--- config.mk ---
export PLATFORM = sky130hd
export DESIGN_NAME = resize_interp_acc_flat
export DESIGN_NICKNAME = d
export VERILOG_FILES = /design/src/rtl/resize_interp_acc_if.sv /design/src/rtl/resize_interp_acc.sv /design/src/flat_wrapper.sv
export SDC_FILE = /design/constraint.sdc
export NUM_CORES = 1
export LEC_CHECK = 0
export CORE_ASPECT_RATIO = 1.25
export CORE_MARGIN = 5
export CORE_UTILIZATION = 55
export CTS_CLUSTER_DIAMETER = 150
export DETAILED_ROUTE_END_ITERATION = 6
export DONT_BUFFER_PORTS = 1
export PLACE_DENSITY = 0.73
export SYNTH_ARGS = -nofsm -noshare
export SYNTH_HDL_FRONTEND = slang
export SYNTH_SLANG_ARGS = --single-unit
--- constraint.sdc ---
create_clock -name ap_clk -period 4.27 [get_ports ap_clk]
set_clock_uncertainty 0.05 [all_clocks]
set_input_delay 1.0675 -clock ap_clk [delete_from_list [all_inputs] [get_ports ap_clk]]
set_output_delay 1.0675 -clock ap_clk [all_outputs]
set_load 0.02 [all_outputs]
--- src/rtl/resize_interp_acc_if.sv ---
// Handshake bundle for resize_interp_acc: weighted-product input stream
// and rounded/saturated pixel output stream.
interface resize_interp_acc_if #(
   parameter int OUT_W = 8
);
   logic [23:0]      in_data;
   logic             in_valid;
   logic             in_ready;
   logic [OUT_W-1:0] out_data;
   logic             out_sat;
   logic             out_valid;
   logic             out_ready;

   // upstream producer / downstream consumer side
   modport master (
      output in_data,
      output in_valid,
      input  in_ready,
      input  out_data,
      input  out_sat,
      input  out_valid,
      output out_ready
   );

   // accumulator side
   modport slave (
      input  in_data,
      input  in_valid,
      output in_ready,
      output out_data,
      output out_sat,
      output out_valid,
      input  out_ready
   );
endinterface

--- src/rtl/resize_interp_acc.sv ---
// Resize interpolation accumulator: sums TAPS weighted products, rounds
// half-up, drops the SHIFT weight fraction bits and saturates to OUT_W.
//
// state | meaning
// ------+---------------------------------------------------------------
// ACC   | accepting taps; acc/tap hold through input gaps
// HOLD  | result presented on out_*; input stalled until out_ready
module resize_interp_acc #(
   parameter int TAPS  = 4,
   parameter int SHIFT = 16,
   parameter int OUT_W = 8
) (
   input  logic               ap_clk,
   input  logic               ap_rst_n,
   resize_interp_acc_if.slave bus
);
   localparam int TAP_W = $clog2(TAPS);
   localparam int ACC_W = 24 + TAP_W + 1;
   // one extra bit so the rounding constant can never wrap the final sum
   localparam int SUM_W = ACC_W + 1;
   localparam logic [TAP_W-1:0] LAST_TAP = TAP_W'(TAPS - 1);
   localparam logic [SUM_W-1:0] RND      = SUM_W'(64'd1 << (SHIFT - 1));
   localparam logic [SUM_W-1:0] MAX_Q    = SUM_W'((64'd1 << OUT_W) - 64'd1);

   typedef enum logic {ST_ACC, ST_HOLD} state_t;

   state_t           state;
   state_t           state_nxt;
   logic [TAP_W-1:0] tap;
   logic [ACC_W-1:0] acc;
   logic [ACC_W-1:0] acc_base;
   logic [SUM_W-1:0] sum;
   logic [SUM_W-1:0] q;
   logic             in_xfer;
   logic             out_xfer;
   logic             last_tap;
   logic             q_over;

   assign in_xfer  = bus.in_valid && bus.in_ready;
   assign out_xfer = bus.out_valid && bus.out_ready;
   assign last_tap = (tap == LAST_TAP);
   // tap 0 restarts the sum, so no explicit clear of acc is needed
   assign acc_base = (tap == '0) ? '0 : acc;
   assign sum      = SUM_W'(acc_base) + SUM_W'(bus.in_data) + RND;
   assign q        = sum >> SHIFT;
   assign q_over   = (q > MAX_Q);

   // state register
   always_ff @(posedge ap_clk) begin
      if (!ap_rst_n) state <= ST_ACC;
      else           state <= state_nxt;
   end

   // next-state decode
   always_comb begin
      state_nxt = state;
      case (state)
         ST_ACC:  if (in_xfer && last_tap) state_nxt = ST_HOLD;
         ST_HOLD: if (out_xfer)            state_nxt = ST_ACC;
         default:                          state_nxt = ST_ACC;
      endcase
   end

   // input acceptance; held low while reset is asserted
   always_comb begin
      bus.in_ready = ap_rst_n && (state == ST_ACC);
   end

   // tap counter and running sum
   always_ff @(posedge ap_clk) begin
      if (!ap_rst_n) begin
         tap <= '0;
         acc <= '0;
      end else if (in_xfer) begin
         if (last_tap) begin
            tap <= '0;
         end else begin
            acc <= acc_base + ACC_W'(bus.in_data);
            tap <= tap + TAP_W'(1);
         end
      end
   end

   // output pixel register, loaded on the last tap and held until taken
   always_ff @(posedge ap_clk) begin
      if (!ap_rst_n) begin
         bus.out_valid <= 1'b0;
         bus.out_data  <= '0;
         bus.out_sat   <= 1'b0;
      end else if (in_xfer && last_tap) begin
         bus.out_valid <= 1'b1;
         bus.out_data  <= q_over ? {OUT_W{1'b1}} : q[OUT_W-1:0];
         bus.out_sat   <= q_over;
      end else if (out_xfer) begin
         bus.out_valid <= 1'b0;
      end
   end
endmodule

--- src/flat_wrapper.sv ---
// flat-port wrapper written by rule: the top's interface ports become plain ports
module resize_interp_acc_flat 
#(
   parameter int TAPS  = 4,
   parameter int SHIFT = 16,
   parameter int OUT_W = 8
)
  (ap_clk, ap_rst_n, bus_in_data, bus_in_valid, bus_in_ready, bus_out_data, bus_out_sat, bus_out_valid, bus_out_ready);
  resize_interp_acc_if #(.OUT_W(OUT_W)) bus_i ();
  input  logic ap_clk;
  input  logic ap_rst_n;
  input wire logic [$bits(bus_i.in_data)-1:0] bus_in_data;
  input wire logic [$bits(bus_i.in_valid)-1:0] bus_in_valid;
  output wire logic [$bits(bus_i.in_ready)-1:0] bus_in_ready;
  output wire logic [$bits(bus_i.out_data)-1:0] bus_out_data;
  output wire logic [$bits(bus_i.out_sat)-1:0] bus_out_sat;
  output wire logic [$bits(bus_i.out_valid)-1:0] bus_out_valid;
  input wire logic [$bits(bus_i.out_ready)-1:0] bus_out_ready;
  assign bus_i.in_data = bus_in_data;
  assign bus_i.in_valid = bus_in_valid;
  assign bus_in_ready = bus_i.in_ready;
  assign bus_out_data = bus_i.out_data;
  assign bus_out_sat = bus_i.out_sat;
  assign bus_out_valid = bus_i.out_valid;
  assign bus_i.out_ready = bus_out_ready;
  resize_interp_acc #(.TAPS(TAPS), .SHIFT(SHIFT), .OUT_W(OUT_W)) u_core (.ap_clk(ap_clk), .ap_rst_n(ap_rst_n), .bus(bus_i));
endmodule
-- Yosys cells after proc, flatten, opt, wreduce, memory -nomap -nowiden
Index checks and enable logic that the tools add are counted.
- register bits: 40
- latch bits: 0
- memory bits (writable): 0
- bits in read-only memories: 0
- input bits: 28
- output and inout port bits: 11
- word-level logic and storage cells: 29
- memories kept: 0
- add/sub/neg operators: 4
- multipliers: 0
- div/mod/pow operators: 0
- $lt $le $gt $ge: 1
- eq/ne operators: 1
- shift-type cells: 0
- muxes and demuxes: 8
- bitwise gates (word level): 2
- reductions and logical operators: 7
- operator list (kind ; number):
    27-bit by 24-bit adder with 28-bit output ; 1
    28-bit by 16-bit adder with 28-bit output (second input constant) ; 1
    27-bit by 24-bit adder with 27-bit output ; 1
    27-bit 2-to-1 mux ; 1
    12-bit by 8-bit greater-than comparator with 1-bit output (second input constant) ; 1
    8-bit 2-to-1 mux ; 1
    1-bit logical AND ; 4
    1-bit 2-to-1 mux ; 4
    2-bit by 1-bit adder with 2-bit output (second input constant) ; 1
    2-bit == test (second input constant) ; 1
    2-bit logical NOT ; 1
    2-bit 2-to-1 mux ; 1
    1-bit inverter ; 2
    1-bit case mux with 2 select lines ; 1
    2-bit AND reduction ; 1
    2-bit nonzero test ; 1

-- Longest topological paths before layout
Gate-level depths: netlist of run 1.
- depth in word-level cells: 6
- depth in mapped cells: 17
- mapped depth without buffers: 15

-- Worst setup path after synthesis of run 1
OpenSTA, ideal clock, no wires.
- kind: register to register
- start point: register u_core.tap[0]
- end point: register u_core.bus.out_data[0]
- library setup time: 61 ps
- arrival time: 3975 ps
- required time: 4159 ps
- slack: 184 ps
- cell stages (with the launch flop): 18
- buffers on the path: 3
- period minus slack after synthesis: 4086 ps
- cell sequence: dfxtp_1 -> inv_1 -> ha_1 -> clkbuf_1 -> clkbuf_1 -> clkbuf_1 -> nor2b_1 -> ha_1 -> inv_1 -> fa_1 -> nor4b_1 -> a2111oi_2 -> a211oi_2 -> nor4_4 -> o21ai_4 -> a2111oi_4 -> o41ai_4 -> o221a_1
- word-level cells in the longest chain between the ends: 6
- elaborated cells on any way between the ends: 8
- those cells by class: 2 x add/sub; 1 x order compare; 1 x eq/ne; 2 x mux; 2 x reduce/logical
- ends and longest elaborated chain (item ; RTL line ; RTL):
    start: declaration ; resize_interp_acc.sv:29 ; logic [TAP_W-1:0] tap;
    start signal: assignment ; resize_interp_acc.sv:79 ; tap <= tap + TAP_W'(1);
    2-bit logical NOT ; resize_interp_acc.sv:43 ; assign acc_base = (tap == '0) ? '0 : acc;
    27-bit 2-to-1 mux ; resize_interp_acc.sv:43 ;
    27-bit by 24-bit adder with 28-bit output ; resize_interp_acc.sv:44 ; assign sum = SUM_W'(acc_base) + SUM_W'(bus.in_data) + RND;
    28-bit by 16-bit adder with 28-bit output ; resize_interp_acc.sv:44 ;
    12-bit by 8-bit greater-than comparator with 1-bit output ; resize_interp_acc.sv:46 ; assign q_over = (q > MAX_Q);
    8-bit 2-to-1 mux ; resize_interp_acc.sv:92 ; bus.out_data <= q_over ? {OUT_W{1'b1}} : q[OUT_W-1:0];
    end signal: assignment ; resize_interp_acc.sv:92 ;
    end: declaration ; resize_interp_acc_if.sv:30 ; output out_data,
Parallel ways exist; a longest one is shown, timed or not.
A chain may end at the register's enable or synchronous reset.

-- Worst setup path after layout of run 1
- start point: register u_core.tap[0]
- end point: register u_core.bus.out_data[2]
The elaborated chain is that of the path after synthesis.

==> metrics.yaml, run 1 <==
floorplanning:
  io_pins: 39
  fp.dieW_um: 87.0
  rows: 35
  die_h_um: 106
  start_util_pct: 55.7
  coreArea_um2: 7310
  die_area_um2: 9240
timing:
  min_period_ns: 3.88
  grt_setup_unrepaired: "false"
  fmax_mhz: 257
  setup_viol: 0
  worst_pin_slew_ns: 1.08
  tns_ns: 0
  hold_violations: 0
  fin_ws_ns: 0.385
  slew_headroom_pct: 28.0
  slew_viol_final: 0
  period_share_pct: 91.0
worst_setup_path:
  cpPeakStageDelay_ns: 0.55
  r2r-start: "u_core.tap[0]$_SDFFE_PN0P_"
  cp-end-kind: "flip-flop"
  critPathKind: "reg -> reg"
  crit_fanout: 13
  crit_chain: "inv_1, ha_2, nand2b_1, inv_1, ha_1, inv_1, fa_1, nor4b_1, a2111oi_2, a211oi_2, nor4_4, o21ai_4, a2111oi_4, o41ai_4, o221a_1"
  cp_data_required_time_ns: 4.47
  crit_arrival_ns: 4.08
  cp-startpoint: "u_core.tap[0]$_SDFFE_PN0P_"
  startpoint_type: "flip-flop"
  cpMaxStageDelayCell: "o41ai_4"
  path_delay_family: "compound AO/OA/AOI/OAI gates"
  crit_buf_inv: 3
  cpMostUsedCell: "inv_1"
clocking:
  clock_path_buffers: 2
  tritoncts: "yes"
  clkLatencyLatePin_ns: 0.30
  root_buffer: "clkbuf_8"
  cts_buffers: 5
  cts.clk_slew.worst_paths_ns: 0.09
  htree_levels: 2
  cts.sinks: 40
placement:
  place.gp.congestion: 0.869
  dp_slack_ns: 0.273
  io_buffers: 0
  dpl_cell_area_um2: 4170
  place_hpwl_um: 7030
global_route:
  first_global_vias: 3401
  grt_usage_pct: 20.3
  antenna_found_initial: 0
  grt_pass1_wl_um: 15300
  grt_max_degree: 28
  overflow: 0
synthesis:
  syn_area_um2: 4070
  yosysSeqAreaShare_pct: 19.7
  synth_seq_cells: 40
  yosys_warnings: 0
  syn_inst: 494
  synth_edf_count: 0
  synth.distinct_cells: 61
  syn_nets: 586
  yosys_most_used_dff: "dfxtp_1"
  async_flop_share_pct: 0
  avgSynthCellArea_um2: 8.24
pwr:
  p_clk_share_pct: 25.5
  p_seq_share_pct: 41.8
  power.switching_uw: 345
  ir_worst_vdd_uv: 121
  combPwrFrac_pct: 32.7
  power.leakage_uw: 0.00187
  p_sw_share_pct: 34.9
  power.density_nw_per_um2: 232
  internal_power_uw: 644
layout:
  final_nets: 582
  nFillCells: 677
  drive_gt1_share_pct: 5.71
  syn2layout_area_growth_pct: 4.52
  layout_common_cells: "52 x nand2_1, 51 x inv_1, 44 x ha_1, 40 x dfxtp_1, 29 x a21oi_1"
  diodes: 0
  design_area_um2: 4260
  utilization_pct: 58.2
  layout_commonest_cell: "nand2_1"
routing:
  ant_nets: 0
  drc: 0
  first_pass_iters: 4
  via_per_inst: 5.74
  vias: 3343
  wl_per_cell_um: 15.2
  drt_iter0_markers: 137
  drt-total-wl_um: 8830
min_path:
  hp-class: "reg -> reg"
  min_from: "u_core.acc[21]$_SDFFE_PN0P_"
status:
  status: "completed"
job:
  drv_cap: 0
-- sequential cells by signal (all words and copies together), names as in the netlist --
name and cells:
u_core.bus.out_data 8, u_core.acc 27, u_core.bus.out_sat 1, u_core.tap 2, u_core.state 1, u_core.bus.out_valid 1
-- per-stage QoR --
stage          cells  hold slack, ns  power, µW
2_1_floorplan    494           0.377        682
3_3_place_gp     575           0.387        734
3_5_place_dp     575           0.394        743
4_1_cts          582           0.406        996
5_1_grt          582           0.431       1060
6_report         582           0.406        989
-- cells in the mapped netlist (5+ instances only) --
master | count | area, µm²
a211oi_1 | 8 | 60.1
a21o_1 | 7 | 52.6
a21oi_1 | 29 | 145
a31oi_1 | 6 | 37.5
clkbuf_1 | 13 | 48.8
dfxtp_1 | 40 | 801
fa_1 | 19 | 380
ha_1 | 45 | 563
inv_1 | 51 | 191
nand2_1 | 52 | 195
nand2b_1 | 19 | 119
nand3_1 | 16 | 80.1
nand3b_1 | 5 | 37.5
nor2_1 | 28 | 105
nor2b_1 | 18 | 113
nor3_1 | 5 | 25.0
o211ai_1 | 6 | 45.0
o21ai_0 | 17 | 85.1
o221a_1 | 7 | 78.8
xnor2_1 | 19 | 166
xor2_1 | 10 | 87.6
-- power by group through the flow --
| stage | clock network, µW | logic [µW] | registers, µW |
|---|---|---|---|
| floorplan | 0 | 267 | 415 |
| detailed placement | 0 | 322 | 422 |
| global placement | 0 | 313 | 421 |
| CTS | 259 | 323 | 413 |
| global route | 273 | 365 | 417 |
| finish | 253 | 323 | 413 |
-- logic make-up (layout without fill, tap and decap cells) --
kind of cell             after synthesis  in the layout  synth area share (%)
adder cells (fa/ha/maj)               65             65                  23.4
buffers and inverters                 69             65                  6.42
flip-flops                            40             40                  19.7
multiplexers                           4              4                  1.04
AO/OA/AOI/OAI                        115            115                  20.7
AND/OR/NAND/NOR                      171            171                  22.1
XOR/XNOR                              30             30                  6.64
-- worst register-to-register path: cells and delay by family, from the launching register on --
kind | cells | cell delay (ns)
fa+ha+maj | 3 | 0.97
buf+inv | 3 | 0.21
flops | 1 | 0.32
simple gates | 3 | 0.74
compound gates | 6 | 1.56
-- layer usage --
metal	global-route usage, %	vias up	part of all wire (%)	wire, µm
met5	0	-	0	0
met4	5.79	0	1.7	150
met3	3.18	12	3.7	328
met2	36.8	51	52	4600
met1	24.2	1582	42	3750
li1	-	1698	-	-
-- cell type report --
cell class	count	area, µm²	share of cell area, %
clock buffers	5	68.8	1.62
clock inverters	2	12.5	0.294
inverters	51	191	4.50
multi-input cells	385	3020	70.8
flip-flops and latches	40	801	18.8
well taps	92	115	2.70
repair buffers	7	52.6	1.23
-- path summary, 6_finish.rpt --
path | depth (start not counted) | to | slack (ns)
worst max-delay path | 15 | u_core.bus.out_data[2]$_SDFFE_PN0P_ | 0.39
worst min-delay path | 2 | u_core.acc[21]$_SDFFE_PN0P_ | 0.41
worst max register to register | 15 | u_core.bus.out_data[2]$_SDFFE_PN0P_ | 0.39
worst min register to register | 2 | u_core.acc[21]$_SDFFE_PN0P_ | 0.41
-- what timing repair did --
| action | in CTS | in global routing |
|---|---|---|
| endpoints found under the setup margin | 0 | 7 |
| resized for setup | 0 | 1 |
| buffers inserted | 0 | 0 |
| hold buffers | 0 | 0 |
Power figures use the tool's default switching activity.
==> run 2, diff against run 1 <==
--- a/config.mk
+++ b/config.mk
@@ -7,11 +7,11 @@
 export LEC_CHECK = 0
 export CORE_ASPECT_RATIO = 1.25
 export CORE_MARGIN = 5
-export CORE_UTILIZATION = 55
+export CORE_UTILIZATION = 59
 export CTS_CLUSTER_DIAMETER = 150
 export DETAILED_ROUTE_END_ITERATION = 6
 export DONT_BUFFER_PORTS = 1
-export PLACE_DENSITY = 0.73
+export PLACE_DENSITY = 0.78
 export SYNTH_ARGS = -nofsm -noshare
 export SYNTH_HDL_FRONTEND = slang
 export SYNTH_SLANG_ARGS = --single-unit
==> run 2 against run 1 <==
  * Global-route usage grew 1.7 points
  * Hold slack lost 0.0040 ns
  * Non-clock buffer count shrank 1
  * Maximum frequency shrank 3.3%
  * Power grew 8.3%
  * Final cell count shrank 0.86%
  * Critical path type unchanged
  * Largest power group unchanged
==> metrics.yaml, run 2 (synthesis gave the netlist of run 1 again) <==
placement:
  place.gp.congestion: 0.892
  place_hpwl_um: 7260
  io_buffers: 0
timing:
  slew_viol_final: 0
  tns_ns: 0
  setup_viol: 0
  period_share_pct: 94.1
  fmax_mhz: 249
  whs_ns: 0.402
  slew_headroom_pct: 31.3
  worst_pin_slew_ns: 1.03
  hold_violations: 0
  grt_setup_unrepaired: "false"
  min_period_ns: 4.02
layout:
  final_nets: 581
  drive_gt1_share_pct: 5.71
  top_regs: "u_core.acc x27, u_core.bus.out_data x8, u_core.tap x2"
  largest_reg_flops: 27
  diodes: 0
  syn2layout_area_growth_pct: 5.35
  largest_register: "u_core.acc"
  nFillCells: 558
  layout_commonest_cell: "nand2_1"
  regArea_um2: 801
  layout_common_cells: "52 x nand2_1, 51 x inv_1, 44 x ha_1, 40 x dfxtp_1, 29 x a21oi_1"
  multi_input_area_um2: 3020
routing:
  via_per_inst: 5.92
  vias: 3416
  first_pass_iters: 4
  drt_iter0_markers: 162
  drt-total-wl_um: 9150
  ant_nets: 0
  drc: 0
  wl_per_cell_um: 15.9
pwr:
  combPwrFrac_pct: 30.5
  p_sw_share_pct: 33.7
  power.density_nw_per_um2: 250
  power.switching_uw: 361
  p_clk_share_pct: 30.9
  ir_worst_vdd_uv: 193
  total_power_uw: 1070
  power.leakage_uw: 0.00189
  p_seq_share_pct: 38.6
  internal_power_uw: 711
clocking:
  htree_levels: 2
  cts.clk_slew.worst_paths_ns: 0.09
  cts.sinks: 40
  clock_path_buffers: 2
  tritoncts: "yes"
  cts_buffers: 5
  cts_setup_buffers: 0
  clkLatencyLatePin_ns: 0.30
  root_buffer: "clkbuf_8"
job:
  drv_cap: 0
worst_setup_path:
  cp-end-kind: "flip-flop"
  cpPeakStageDelay_ns: 0.55
  crit_chain: "inv_1, ha_2, nand2b_1, inv_1, ha_1, inv_1, fa_1, nor4b_1, a2111oi_2, a211oi_2, nor4_4, o21ai_4, a2111oi_4, o41ai_4, o221a_1"
  cpMostUsedCell: "inv_1"
  path_delay_family: "compound AO/OA/AOI/OAI gates"
  crit_fanout: 12
  crit_buf_inv: 3
  cp_data_required_time_ns: 4.47
  startpoint_type: "flip-flop"
  cpMaxStageDelayCell: "o41ai_4"
  crit_arrival_ns: 4.22
  critPathKind: "reg -> reg"
global_route:
  antenna_found_initial: 0
  grt_max_degree: 30
  grt_usage_pct: 22.0
  first_global_vias: 3483
  grt_pass1_wl_um: 15500
  overflow: 0
floorplanning:
  rows: 33
  io_pins: 39
  die_h_um: 103
  coreArea_um2: 6650
  start_util_pct: 61.3
  fp.dieW_um: 84.3
  die_area_um2: 8670
min_path:
  hp-class: "reg -> reg"
status:
  status: "completed"
## run 2: cell count changes in the layout (fill, tap and decap cells not counted)
cell	before	now
buf_4	7	5
clkinv_4	0	2
buf_12	0	1
bufinv_16	0	1
clkinv_2	1	0
clkinvlp_4	1	0
## run 2: cell type report
class | instances | area share, %
Timing Repair Buffer | 6 | 1.34
Clock inverter | 3 | 1.11
Multi-Input combinational cell | 385 | 70.3
Inverter | 51 | 4.46
Clock buffer | 5 | 1.60
Sequential cell | 40 | 18.7
Tap cell | 87 | 2.54
## run 2: power by group through the flow
stage	Sequential, µW	Clock, µW	Combinational [µW]
after global placement	421	0	315
final	414	332	326
after floorplan	415	0	267
after detailed placement	422	0	324
after global routing	417	352	365
after CTS	413	334	326
## run 2: stage by stage
stage / util [%] / setup WS (ns) / area (µm²) / std cells
final: 64.5 / 0.252 / 4290 / 577
after global routing: 64.5 / 0.0411 / 4290 / 577
after CTS: 64.5 / 0.112 / 4290 / 577
after detailed placement: 62.8 / 0.137 / 4170 / 569
after global placement: 62.8 / 0.338 / 4170 / 569
after floorplan: - / 0.184 / 4070 / 494
## run 2: final timing paths
kind,start,to,slack (ns),depth (start not counted)
worst max-delay path,u_core.tap[0]$_SDFFE_PN0P_,u_core.bus.out_data[3]$_SDFFE_PN0P_,0.25,15
worst min-delay path,u_core.acc[1]$_SDFFE_PN0P_,u_core.acc[1]$_SDFFE_PN0P_,0.40,2
worst max register to register,u_core.tap[0]$_SDFFE_PN0P_,u_core.bus.out_data[3]$_SDFFE_PN0P_,0.25,15
worst min register to register,u_core.acc[1]$_SDFFE_PN0P_,u_core.acc[1]$_SDFFE_PN0P_,0.40,2
## run 2: tightest hold or removal path, cell delays in order, from the launching register on
cell and delay [ns]:
dfxtp_1 0.31, nand2_1 0.05, a21oi_1 0.05
## run 2: per-layer routing
metal | global-route usage [%] | share of wire (%)
met1 | 22.6 | 38
met3 | 4.40 | 4.6
met4 | 8.29 | 2.1
met2 | 43.9 | 55
met5 | 0 | 0
## run 2: timing repair
item | CTS | global route
endpoints found under the setup margin | 0 | 8
resized for setup | 0 | 1
hold buffers | 0 | 0
